### config.mk
export PLATFORM = sky130hd
export DESIGN_NAME = mem_bus_arbiter_flat
export DESIGN_NICKNAME = d
export VERILOG_FILES = /design/src/rtl/mem_bus_arbiter_pkg.sv /design/src/rtl/mem_bus_arbiter_if.sv /design/src/rtl/mem_bus_arbiter_rr_pick.sv /design/src/rtl/mem_bus_arbiter.sv /design/src/flat_wrapper.sv
export SDC_FILE = /design/constraint.sdc
export NUM_CORES = 1
export LEC_CHECK = 0
export ABC_AREA = 1
export CORE_MARGIN = 2
export CORE_UTILIZATION = 44
export DETAILED_ROUTE_END_ITERATION = 7
export PLACE_DENSITY = 0.87
export SLEW_MARGIN = 20
export SYNTH_ARGS = -nofsm -noshare
export SYNTH_HDL_FRONTEND = slang
export SYNTH_HIERARCHICAL = 1
export SYNTH_SLANG_ARGS = --single-unit
### constraint.sdc
create_clock -name clk -period 5.9 [get_ports clk]
set_input_delay 1.18 -clock clk [delete_from_list [all_inputs] [get_ports clk]]
set_output_delay 1.18 -clock clk [all_outputs]
set_load 0.02 [all_outputs]
### src/rtl/mem_bus_arbiter_pkg.sv
// Package: mem_bus_arbiter_pkg
// Shared definitions for the memory bus arbiter and its bench: FSM state
// encoding, the requester-count ceiling, the requester index width and a
// one-hot helper.
package mem_bus_arbiter_pkg;

    localparam int MAX_REQ = 4;
    localparam int IDX_W   = 2;
    localparam int DATA_W  = 32;

    typedef enum logic [1:0] {
        ST_IDLE   = 2'd0,
        ST_ACCESS = 2'd1,
        ST_WAIT   = 2'd2,
        ST_RESP   = 2'd3
    } arb_state_t;

    function automatic logic [MAX_REQ-1:0] idx_onehot(input logic [IDX_W-1:0] idx);
        logic [MAX_REQ-1:0] oh;
        oh      = '0;
        oh[idx] = 1'b1;
        return oh;
    endfunction

endpackage

### src/rtl/mem_bus_arbiter_if.sv
// Interface: mem_bus_arbiter_if
// Bundles the requester buses and the memory macro port of the arbiter.
//   req/req_we/req_lock   per-requester request, write flag, lock request
//   req_addr/req_wdata    requester i at [32*i +: 32]
//   gnt/resp_valid        one-hot single-cycle pulses back to requesters
//   resp_rdata            read data, valid with resp_valid of a read
//   mem_address/mem_data_out/mem_we/mem_data_in   memory macro side
// Modports: slave = arbiter view, master = requesters + memory view.
interface mem_bus_arbiter_if
    import mem_bus_arbiter_pkg::*;
#(
    parameter int NUM_REQ = 2
);
    logic [NUM_REQ-1:0]        req;
    logic [NUM_REQ-1:0]        req_we;
    logic [NUM_REQ-1:0]        req_lock;
    logic [NUM_REQ*DATA_W-1:0] req_addr;
    logic [NUM_REQ*DATA_W-1:0] req_wdata;
    logic [NUM_REQ-1:0]        gnt;
    logic [NUM_REQ-1:0]        resp_valid;
    logic [DATA_W-1:0]         resp_rdata;
    logic [DATA_W-1:0]         mem_address;
    logic [DATA_W-1:0]         mem_data_out;
    logic                      mem_we;
    logic [DATA_W-1:0]         mem_data_in;

    modport slave (
        input  req, req_we, req_lock, req_addr, req_wdata, mem_data_in,
        output gnt, resp_valid, resp_rdata, mem_address, mem_data_out, mem_we
    );

    modport master (
        output req, req_we, req_lock, req_addr, req_wdata, mem_data_in,
        input  gnt, resp_valid, resp_rdata, mem_address, mem_data_out, mem_we
    );
endinterface

### src/rtl/mem_bus_arbiter_rr_pick.sv
// Module: rr_pick
// Combinational round-robin selector. Searches the masked request vector
// starting at rr_ptr and wrapping modulo N; returns the first hit.
//   req     in   N      request vector
//   mask    in   N      requesters eligible this cycle
//   rr_ptr  in   IDX_W  search start
//   valid   out  1      some eligible requester found
//   idx     out  IDX_W  index of the winner
module rr_pick
    import mem_bus_arbiter_pkg::*;
#(
    parameter int N = 2
) (
    input  logic [N-1:0]     req,
    input  logic [N-1:0]     mask,
    input  logic [IDX_W-1:0] rr_ptr,
    output logic             valid,
    output logic [IDX_W-1:0] idx
);

    logic [MAX_REQ-1:0] cand;
    int                 pos;

    always_comb begin
        cand  = MAX_REQ'(req & mask);
        valid = 1'b0;
        idx   = '0;
        pos   = 0;
        for (int k = 0; k < N; k++) begin
            pos = int'(rr_ptr) + k;
            if (pos >= N) pos = pos - N;
            if (!valid && cand[IDX_W'(pos)]) begin
                valid = 1'b1;
                idx   = IDX_W'(pos);
            end
        end
    end

endmodule

### src/rtl/mem_bus_arbiter.sv
// Module: mem_bus_arbiter
// Round-robin arbiter sharing one single-ported memory between NUM_REQ
// requesters, one transaction in flight, fixed read latency MEM_LATENCY.
//   clk    in  rising-edge clock
//   reset  in  asynchronous active-high reset
//   bus    slave modport of mem_bus_arbiter_if (requester + memory buses)
// Optional feature: define ARB_LOCK_EN to let a requester holding req_lock
// keep the bus across consecutive transactions (atomic read-modify-write).
module mem_bus_arbiter
    import mem_bus_arbiter_pkg::*;
#(
    parameter int NUM_REQ     = 2,
    parameter int MEM_LATENCY = 1
) (
    input  logic               clk,
    input  logic               reset,
    mem_bus_arbiter_if.slave   bus
);

    localparam int CNT_W = (MEM_LATENCY > 1) ? $clog2(MEM_LATENCY) : 1;

    arb_state_t                      state_q, state_d;
    logic [IDX_W-1:0]                rr_ptr_q, rr_ptr_d;
    logic [IDX_W-1:0]                idx_q, idx_d;
    logic                            we_q, we_d;
    logic [CNT_W-1:0]                cnt_q, cnt_d;
    logic [NUM_REQ-1:0]              gnt_q, gnt_d;
    logic [NUM_REQ-1:0]              resp_valid_q, resp_valid_d;
    logic [DATA_W-1:0]               resp_rdata_q, resp_rdata_d;
    // The registered memory-side outputs double as the latched address and
    // write data: they hold their value from ACCESS through WAIT.
    logic [DATA_W-1:0]               mem_address_q, mem_address_d;
    logic [DATA_W-1:0]               mem_data_out_q, mem_data_out_d;
    logic                            mem_we_q, mem_we_d;

    logic [MAX_REQ-1:0][DATA_W-1:0]  addr_arr, wdata_arr;
    logic [MAX_REQ-1:0]              we_x;
    logic [NUM_REQ-1:0]              pick_mask;
    logic                            pick_valid;
    logic [IDX_W-1:0]                pick_idx;
    logic                            lock_hold;

    assign addr_arr  = (MAX_REQ*DATA_W)'(bus.req_addr);
    assign wdata_arr = (MAX_REQ*DATA_W)'(bus.req_wdata);
    assign we_x      = MAX_REQ'(bus.req_we);

`ifdef ARB_LOCK_EN
    logic               lock_own_q, lock_own_d;
    logic [IDX_W-1:0]   lock_idx_q, lock_idx_d;
    logic [MAX_REQ-1:0] req_x, lock_x;

    assign req_x     = MAX_REQ'(bus.req);
    assign lock_x    = MAX_REQ'(bus.req_lock);
    // Lock survives only while its owner keeps both req and req_lock high.
    assign lock_hold = lock_own_q && req_x[lock_idx_q] && lock_x[lock_idx_q];
    assign pick_mask = lock_hold ? NUM_REQ'(idx_onehot(lock_idx_q)) : '1;
`else
    logic unused_req_lock;
    assign unused_req_lock = ^bus.req_lock;
    assign lock_hold       = 1'b0;
    assign pick_mask       = '1;
`endif

    rr_pick #(.N(NUM_REQ)) u_rr_pick (
        .req    (bus.req),
        .mask   (pick_mask),
        .rr_ptr (rr_ptr_q),
        .valid  (pick_valid),
        .idx    (pick_idx)
    );

    always_comb begin
        state_d        = state_q;
        rr_ptr_d       = rr_ptr_q;
        idx_d          = idx_q;
        we_d           = we_q;
        cnt_d          = cnt_q;
        resp_rdata_d   = resp_rdata_q;
        mem_address_d  = mem_address_q;
        mem_data_out_d = mem_data_out_q;
        gnt_d          = '0;
        resp_valid_d   = '0;
        mem_we_d       = 1'b0;
`ifdef ARB_LOCK_EN
        lock_own_d     = lock_own_q;
        lock_idx_d     = lock_idx_q;
`endif
        case (state_q)
            ST_IDLE: begin
                mem_address_d  = '0;
                mem_data_out_d = '0;
`ifdef ARB_LOCK_EN
                if (lock_own_q && !lock_hold) lock_own_d = 1'b0;
`endif
                if (pick_valid) begin
                    state_d        = ST_ACCESS;
                    idx_d          = pick_idx;
                    we_d           = we_x[pick_idx];
                    gnt_d          = NUM_REQ'(idx_onehot(pick_idx));
                    mem_address_d  = addr_arr[pick_idx];
                    mem_data_out_d = wdata_arr[pick_idx];
                    mem_we_d       = we_x[pick_idx];
                    if (!lock_hold)
                        rr_ptr_d = (int'(pick_idx) == NUM_REQ - 1) ? '0 : pick_idx + IDX_W'(1);
`ifdef ARB_LOCK_EN
                    if (lock_x[pick_idx]) begin
                        lock_own_d = 1'b1;
                        lock_idx_d = pick_idx;
                    end
`endif
                end
            end
            ST_ACCESS: begin
                if (we_q) begin
                    state_d        = ST_RESP;
                    resp_valid_d   = NUM_REQ'(idx_onehot(idx_q));
                    mem_address_d  = '0;
                    mem_data_out_d = '0;
                end else begin
                    state_d = ST_WAIT;
                    cnt_d   = CNT_W'(MEM_LATENCY - 1);
                end
            end
            ST_WAIT: begin
                if (cnt_q == '0) begin
                    state_d        = ST_RESP;
                    resp_rdata_d   = bus.mem_data_in;
                    resp_valid_d   = NUM_REQ'(idx_onehot(idx_q));
                    mem_address_d  = '0;
                    mem_data_out_d = '0;
                end else begin
                    cnt_d = cnt_q - CNT_W'(1);
                end
            end
            ST_RESP: begin
                state_d = ST_IDLE;
            end
            default: state_d = ST_IDLE;
        endcase
    end

    always_ff @(posedge clk or posedge reset) begin
        if (reset) begin
            state_q        <= ST_IDLE;
            rr_ptr_q       <= '0;
            idx_q          <= '0;
            we_q           <= 1'b0;
            cnt_q          <= '0;
            gnt_q          <= '0;
            resp_valid_q   <= '0;
            resp_rdata_q   <= '0;
            mem_address_q  <= '0;
            mem_data_out_q <= '0;
            mem_we_q       <= 1'b0;
`ifdef ARB_LOCK_EN
            lock_own_q     <= 1'b0;
            lock_idx_q     <= '0;
`endif
        end else begin
            state_q        <= state_d;
            rr_ptr_q       <= rr_ptr_d;
            idx_q          <= idx_d;
            we_q           <= we_d;
            cnt_q          <= cnt_d;
            gnt_q          <= gnt_d;
            resp_valid_q   <= resp_valid_d;
            resp_rdata_q   <= resp_rdata_d;
            mem_address_q  <= mem_address_d;
            mem_data_out_q <= mem_data_out_d;
            mem_we_q       <= mem_we_d;
`ifdef ARB_LOCK_EN
            lock_own_q     <= lock_own_d;
            lock_idx_q     <= lock_idx_d;
`endif
        end
    end

    assign bus.gnt          = gnt_q;
    assign bus.resp_valid   = resp_valid_q;
    assign bus.resp_rdata   = resp_rdata_q;
    assign bus.mem_address  = mem_address_q;
    assign bus.mem_data_out = mem_data_out_q;
    assign bus.mem_we       = mem_we_q;

endmodule

### src/flat_wrapper.sv
// flat-port wrapper written by rule: the top's interface ports become plain ports
module mem_bus_arbiter_flat import mem_bus_arbiter_pkg::*;
#(
    parameter int NUM_REQ     = 2,
    parameter int MEM_LATENCY = 1
)
  (clk, reset, bus_req, bus_req_we, bus_req_lock, bus_req_addr, bus_req_wdata, bus_mem_data_in, bus_gnt, bus_resp_valid, bus_resp_rdata, bus_mem_address, bus_mem_data_out, bus_mem_we);
  mem_bus_arbiter_if #(.NUM_REQ(NUM_REQ)) bus_i ();
  input  logic clk;
  input  logic reset;
  input wire logic [$bits(bus_i.req)-1:0] bus_req;
  input wire logic [$bits(bus_i.req_we)-1:0] bus_req_we;
  input wire logic [$bits(bus_i.req_lock)-1:0] bus_req_lock;
  input wire logic [$bits(bus_i.req_addr)-1:0] bus_req_addr;
  input wire logic [$bits(bus_i.req_wdata)-1:0] bus_req_wdata;
  input wire logic [$bits(bus_i.mem_data_in)-1:0] bus_mem_data_in;
  output wire logic [$bits(bus_i.gnt)-1:0] bus_gnt;
  output wire logic [$bits(bus_i.resp_valid)-1:0] bus_resp_valid;
  output wire logic [$bits(bus_i.resp_rdata)-1:0] bus_resp_rdata;
  output wire logic [$bits(bus_i.mem_address)-1:0] bus_mem_address;
  output wire logic [$bits(bus_i.mem_data_out)-1:0] bus_mem_data_out;
  output wire logic [$bits(bus_i.mem_we)-1:0] bus_mem_we;
  assign bus_i.req = bus_req;
  assign bus_i.req_we = bus_req_we;
  assign bus_i.req_lock = bus_req_lock;
  assign bus_i.req_addr = bus_req_addr;
  assign bus_i.req_wdata = bus_req_wdata;
  assign bus_i.mem_data_in = bus_mem_data_in;
  assign bus_gnt = bus_i.gnt;
  assign bus_resp_valid = bus_i.resp_valid;
  assign bus_resp_rdata = bus_i.resp_rdata;
  assign bus_mem_address = bus_i.mem_address;
  assign bus_mem_data_out = bus_i.mem_data_out;
  assign bus_mem_we = bus_i.mem_we;
  mem_bus_arbiter #(.NUM_REQ(NUM_REQ), .MEM_LATENCY(MEM_LATENCY)) u_core (.clk(clk), .reset(reset), .bus(bus_i));
endmodule
Word level (Yosys, flattened, before mapping)
Index checks and enable logic that the tools add are counted.

storage, ports and cells
  flip-flop bits (word level) = 109
  word-level logic and storage cells = 88
  output and inout port bits = 101

cells by class
  eq/ne operators = 8
  $lt $le $gt $ge = 8
  bitwise gates (word level) = 1
  add/subtract/negate cells = 5
  reductions and logical operators = 12
  multiplexer cells = 43

operators by type and width
  cell                                                               count
  two-way mux 32 bit                                                 6
  case mux 32 bit (3 select lines)                                   2
  binary-select mux 32 bit (select 2 bit)                            2
  two-way mux 2 bit                                                  11
  two-way mux 1 bit                                                  14
  < comparator 2 x 4 -> 1 bit, second input constant                 2
  case mux 2 bit (4 select lines)                                    1
  AND reduction 2 bit                                                4
  binary-select mux 1 bit (select 2 bit)                             3
  equality test 2 bit, second input constant                         3
  < comparator 2 x 3 -> 1 bit, second input constant                 2
  demux 1 bit (select 2 bit)                                         2
  greater-or-equal comparator 2 x 1 -> 1 bit, second input constant  2
  inequality test 2 x 1 -> 1 bit, second input constant              2
  inequality test 2 bit, second input constant                       2
  case mux 2 bit (2 select lines)                                    1
  subtractor 2 bit, second input constant                            2
  adder 2 x 1 -> 3 bit, second input constant                        1
  greater-or-equal comparator 3 x 2 -> 1 bit, second input constant  1
  logical AND 1 bit                                                  3
  AND reduction 3 bit                                                1
  nonzero test 3 bit                                                 1
  adder 2 x 1 -> 2 bit, second input constant                        1
  equality test 2 x 1 -> 1 bit, second input constant                1
  other kinds (7)                                                    7

Depth between registers and ports, before layout
  word-level depth = 15
  depth in mapped cells = 11
  depth with buffers taken out = 9

By module
The synthesis kept the hierarchy.

modules (own cells, without submodules)
  module           times used  cells an instance  area an instance (um2)  sequential area each (um2)
  mem_bus_arbiter  1           685                5287.6                  2702.6
  rr_pick          1           10                 41.3                    0.0

Worst setup path after synthesis
OpenSTA, ideal clock, no wires.

  path type = input to register
  start = in bus_req[0]
  end = reg u_core.mem_address_q[0], in the netlist u_core/bus.mem_address[0]
  path slack = 3789 ps
  setup time = 116 ps
  stages = 11
  buffers on the path = 3
  data arrival time = 1994 ps
  cells stage by stage = nand2_1 > nor2_1 > nor2_1 > buf_6 > nor2_4 > buf_6 > buf_12 > nand2_2 > nand2_1 > nand2_1 > nand2_1

between the ends
  word-level cells in the longest chain between the ends = 11

ends and longest elaborated chain
  item                                                  line                           text
  from (decl)                                           flat_wrapper.sv:11             input wire logic [$bits(bus_i.req)-1:0] bus_req;
  binary-select mux 1 bit (select 2 bit)                mem_bus_arbiter_rr_pick.sv:32  if (!valid && cand[IDX_W'(pos)]) begin
  two-way mux 1 bit (implied by the code) (2 in a row)  mem_bus_arbiter_rr_pick.sv:32
  two-way mux 1 bit                                     mem_bus_arbiter_rr_pick.sv:32
  logical NOT 1 bit                                     mem_bus_arbiter_rr_pick.sv:32
  logical AND 1 bit                                     mem_bus_arbiter_rr_pick.sv:32
  two-way mux 2 bit (*)                                 mem_bus_arbiter_rr_pick.sv:32
  named net u_core.pick_idx[0]                          mem_bus_arbiter.sv:40          logic [IDX_W-1:0] pick_idx;
  binary-select mux 32 bit (select 2 bit) (*)           mem_bus_arbiter.sv:100         mem_address_d = addr_arr[pick_idx];
  two-way mux 32 bit (implied by the code) (*)          mem_bus_arbiter.sv:100
  two-way mux 32 bit (*)                                mem_bus_arbiter.sv:95          if (pick_valid) begin
  case mux 32 bit (3 select lines) (*)                  mem_bus_arbiter.sv:88          case (state_q)
  to (signal assigned)                                  mem_bus_arbiter.sv:168         mem_address_q <= mem_address_d;
  to (decl)                                             mem_bus_arbiter.sv:32          logic [DATA_W-1:0] mem_address_q, mem_address_d;

Mark *: on every way through the listed nets, which the timed path passes. The rest lies on a longest branch. The select of a mux whose other input is x is not followed.
A chain may end at the register's enable or synchronous reset.

Worst setup path after layout
  start = in bus_req[0]
  end = reg u_core.mem_address_q[19], in the netlist u_core/bus.mem_address[19]

The elaborated chain is that of the path after synthesis.

==> results.ini <==
[outcome]
status=finished clean

[critical_path]
cp-end-kind=register
worstPathArrival_ps=3720
critPathLaunchType=input pin
cp.required_ps=6190
crit_fanout=35
crit_type=in2reg

[timing]
hold_ws_ps=443
fin_tns_setup_ps=0
maxSlewHeadroom_pct=24.6
finalCritPeriodShare_pct=58.2
clock.fmax_mhz=291
hold_viol_final=0
worstMarginPinSlew_ps=1130
drv_slew=0
skew_ps=13.0
setup_viol=0
fin_ws_ps=2470
rsz0062_at_grt=no
min_period_ps=3430

[cts]
path_clk_slew_ps=70
post_cts_buffers=0
ctsHoldBuffers=0
clk_latency_ps=350
cts_resized=0
cts.sinks=108
clk_path_buf_depth=2
root_buffer=clkbuf_16
htree_levels=3
cts_buffers=9
cts_tree=yes

[yosys]
synth_compound_area_share_pct=0.517
synth_xor_area_share_pct=0
syn_area_per_cell_um2=7.67
ys_ff_latch=108
synthMuxAreaShare_pct=0
yosysTopAreaCell=dfrtp_1
synth_cells=695
synth_top_family_by_area=simple AND/OR/NAND/NOR gates
synth-seq-area-share_pct=50.7
synth_warnings=6
synth_cell_types=22
synthSimpleGateAreaFrac_pct=40.0
synth_top_area_share_pct=50.7
synth.area.top_cells=dfrtp_1, nand2_1, nand3_1
synth_adder_area_share_pct=1.41
netlist_area_um2=5330

[floorplan]
coreArea_um2=11900
die_x_um=114
dieArea_um2=13000
start_util_pct=44.7
row_count=40
ioPinCount=269
die_y_um=114

[placement]
dp_cells=1071
globalplace.congestion=0.781
io_buffers=266
place_ws_ps=2160
dp_hpwl_um=11200

[finish]
antenna_cells=0
multi_input_area_um2=2250
seqCellArea_um2=2700
final_nets=1109
nFillCells=969
drive_gt1_share_pct=5.85
area_growth_pct=53.7
instances_no_fill=1087

[global_routing]
grt_max_degree=69
track_usage_pct=24.3
overflow=0
grt_pass1_wl_um=24900
antenna_found_initial=0
grt_pass1_vias=4960

[pwr]
irDropWorstVdd_v=0.000311
fin_total_pwr_uw=3270
powerDensity_nw_per_um2=400
leakage_uw=0.00415

[route]
ant_nets=0
wire_per_inst_um=14.8
dr_total_vias=5240
dr.pass1.iters=4
remaining_drc_errors=0
routed_wl_um=16100
vias_per_cell=4.82
first_iter_violations=397

[run]
cap_violations=0

[min_path]
hp-class=reg2reg

-- cell usage in the layout, fill, tap and decap left out, drive strengths merged, types with 4 or more instances in the layout --
cell,instances
nor2,10
o21ai,4
dfrtp,108
buf,5
ha,6
clkdlybuf4s50,266
nand3,67
inv,15
clkbuf,11
nand2,437
-- cell type report --
cell class / instances / area share, %
clock buffers: 11 / 2.84
clock inverters: 5 / 0.749
inverters: 14 / 0.672
multi-input cells: 531 / 27.5
flip-flops and latches: 108 / 33.0
well taps: 147 / 2.25
repair buffers: 271 / 33.0
-- cells in the mapped netlist --
library cell / n
clkbuf_1: 5
buf_4: 7
conb_1: 2
ha_1: 6
nand2_1: 406
nor3_1: 2
o21ai_0: 4
nand4_1: 1
buf_2: 14
buf_12: 3
nor2_4: 1
inv_1: 13
buf_6: 9
nand2_2: 31
inv_2: 1
buf_1: 4
nand3_1: 67
nor2_8: 1
buf_8: 1
nor2_1: 8
o21bai_1: 1
dfrtp_1: 108
-- state kept, by name, summed over array words and instances, names as in the netlist --
register and cells:
u_core/bus.mem_address 32, u_core/bus.mem_we 1, u_core/we_q 1, u_core/bus.resp_valid 2
u_core/bus.mem_data_out 32, u_core/bus.gnt 2, u_core/state_q 2, u_core/rr_ptr_q 2
u_core/bus.resp_rdata 32, u_core/idx_q 2
-- worst max-delay path, cell delays in order --
cell and delay, ps:
clkdlybuf4s50_1 450, nand2_1 60, nor2_1 190, nor2_4 60
nor2_4 870, buf_4 520, nand2_1 90, nand2_1 110
nand2_1 70, nand2_1 90
-- cells by family after synthesis --
kind of cell	count (synthesis)
simple gates	517
other cells	2
buf+inv	57
compound gates	5
flops	108
fa+ha+maj	6
-- stage by stage --
| step | utilization [%] | instance area, um2 |
|---|---|---|
| after floorplan | - | 5330 |
| after global placement | 66.3 | 7890 |
| after detailed placement | 66.3 | 7890 |
| after CTS | 68.7 | 8190 |
| after global routing | 68.7 | 8190 |
| final | 68.7 | 8190 |
-- path summary, 6_finish.rpt --
path / from / endpoint / slack, ps / cells after the start
max in group asynchronous: reset / u_core/bus.mem_data_out[16] / 3440 / 3
max reg2reg: u_core/rr_ptr_q[0] / u_core/bus.mem_address[19] / 3390 / 8
max: bus_req[0] / u_core/bus.mem_address[19] / 2470 / 10
min in group asynchronous: reset / u_core/bus.resp_rdata[22] / 1290 / 2
min reg2reg: u_core/idx_q[0] / u_core/bus.resp_valid[0] / 440 / 1
min: u_core/idx_q[0] / u_core/bus.resp_valid[0] / 440 / 1
-- power by group --
group | switching, uW | internal, uW | total (uW)
clock network | 271 | 331 | 603
registers | 134 | 982 | 1120
logic | 916 | 637 | 1550
total | 1320 | 1950 | 3270
-- per-layer routing --
metal | track usage, % | wire length [um]
met1 | 29.7 | 6400
met2 | 42.6 | 8270
met3 | 4.34 | 1010
met4 | 9.76 | 402
met5 | 0 | 0
No activity file was read; power rests on OpenSTA's default activity.
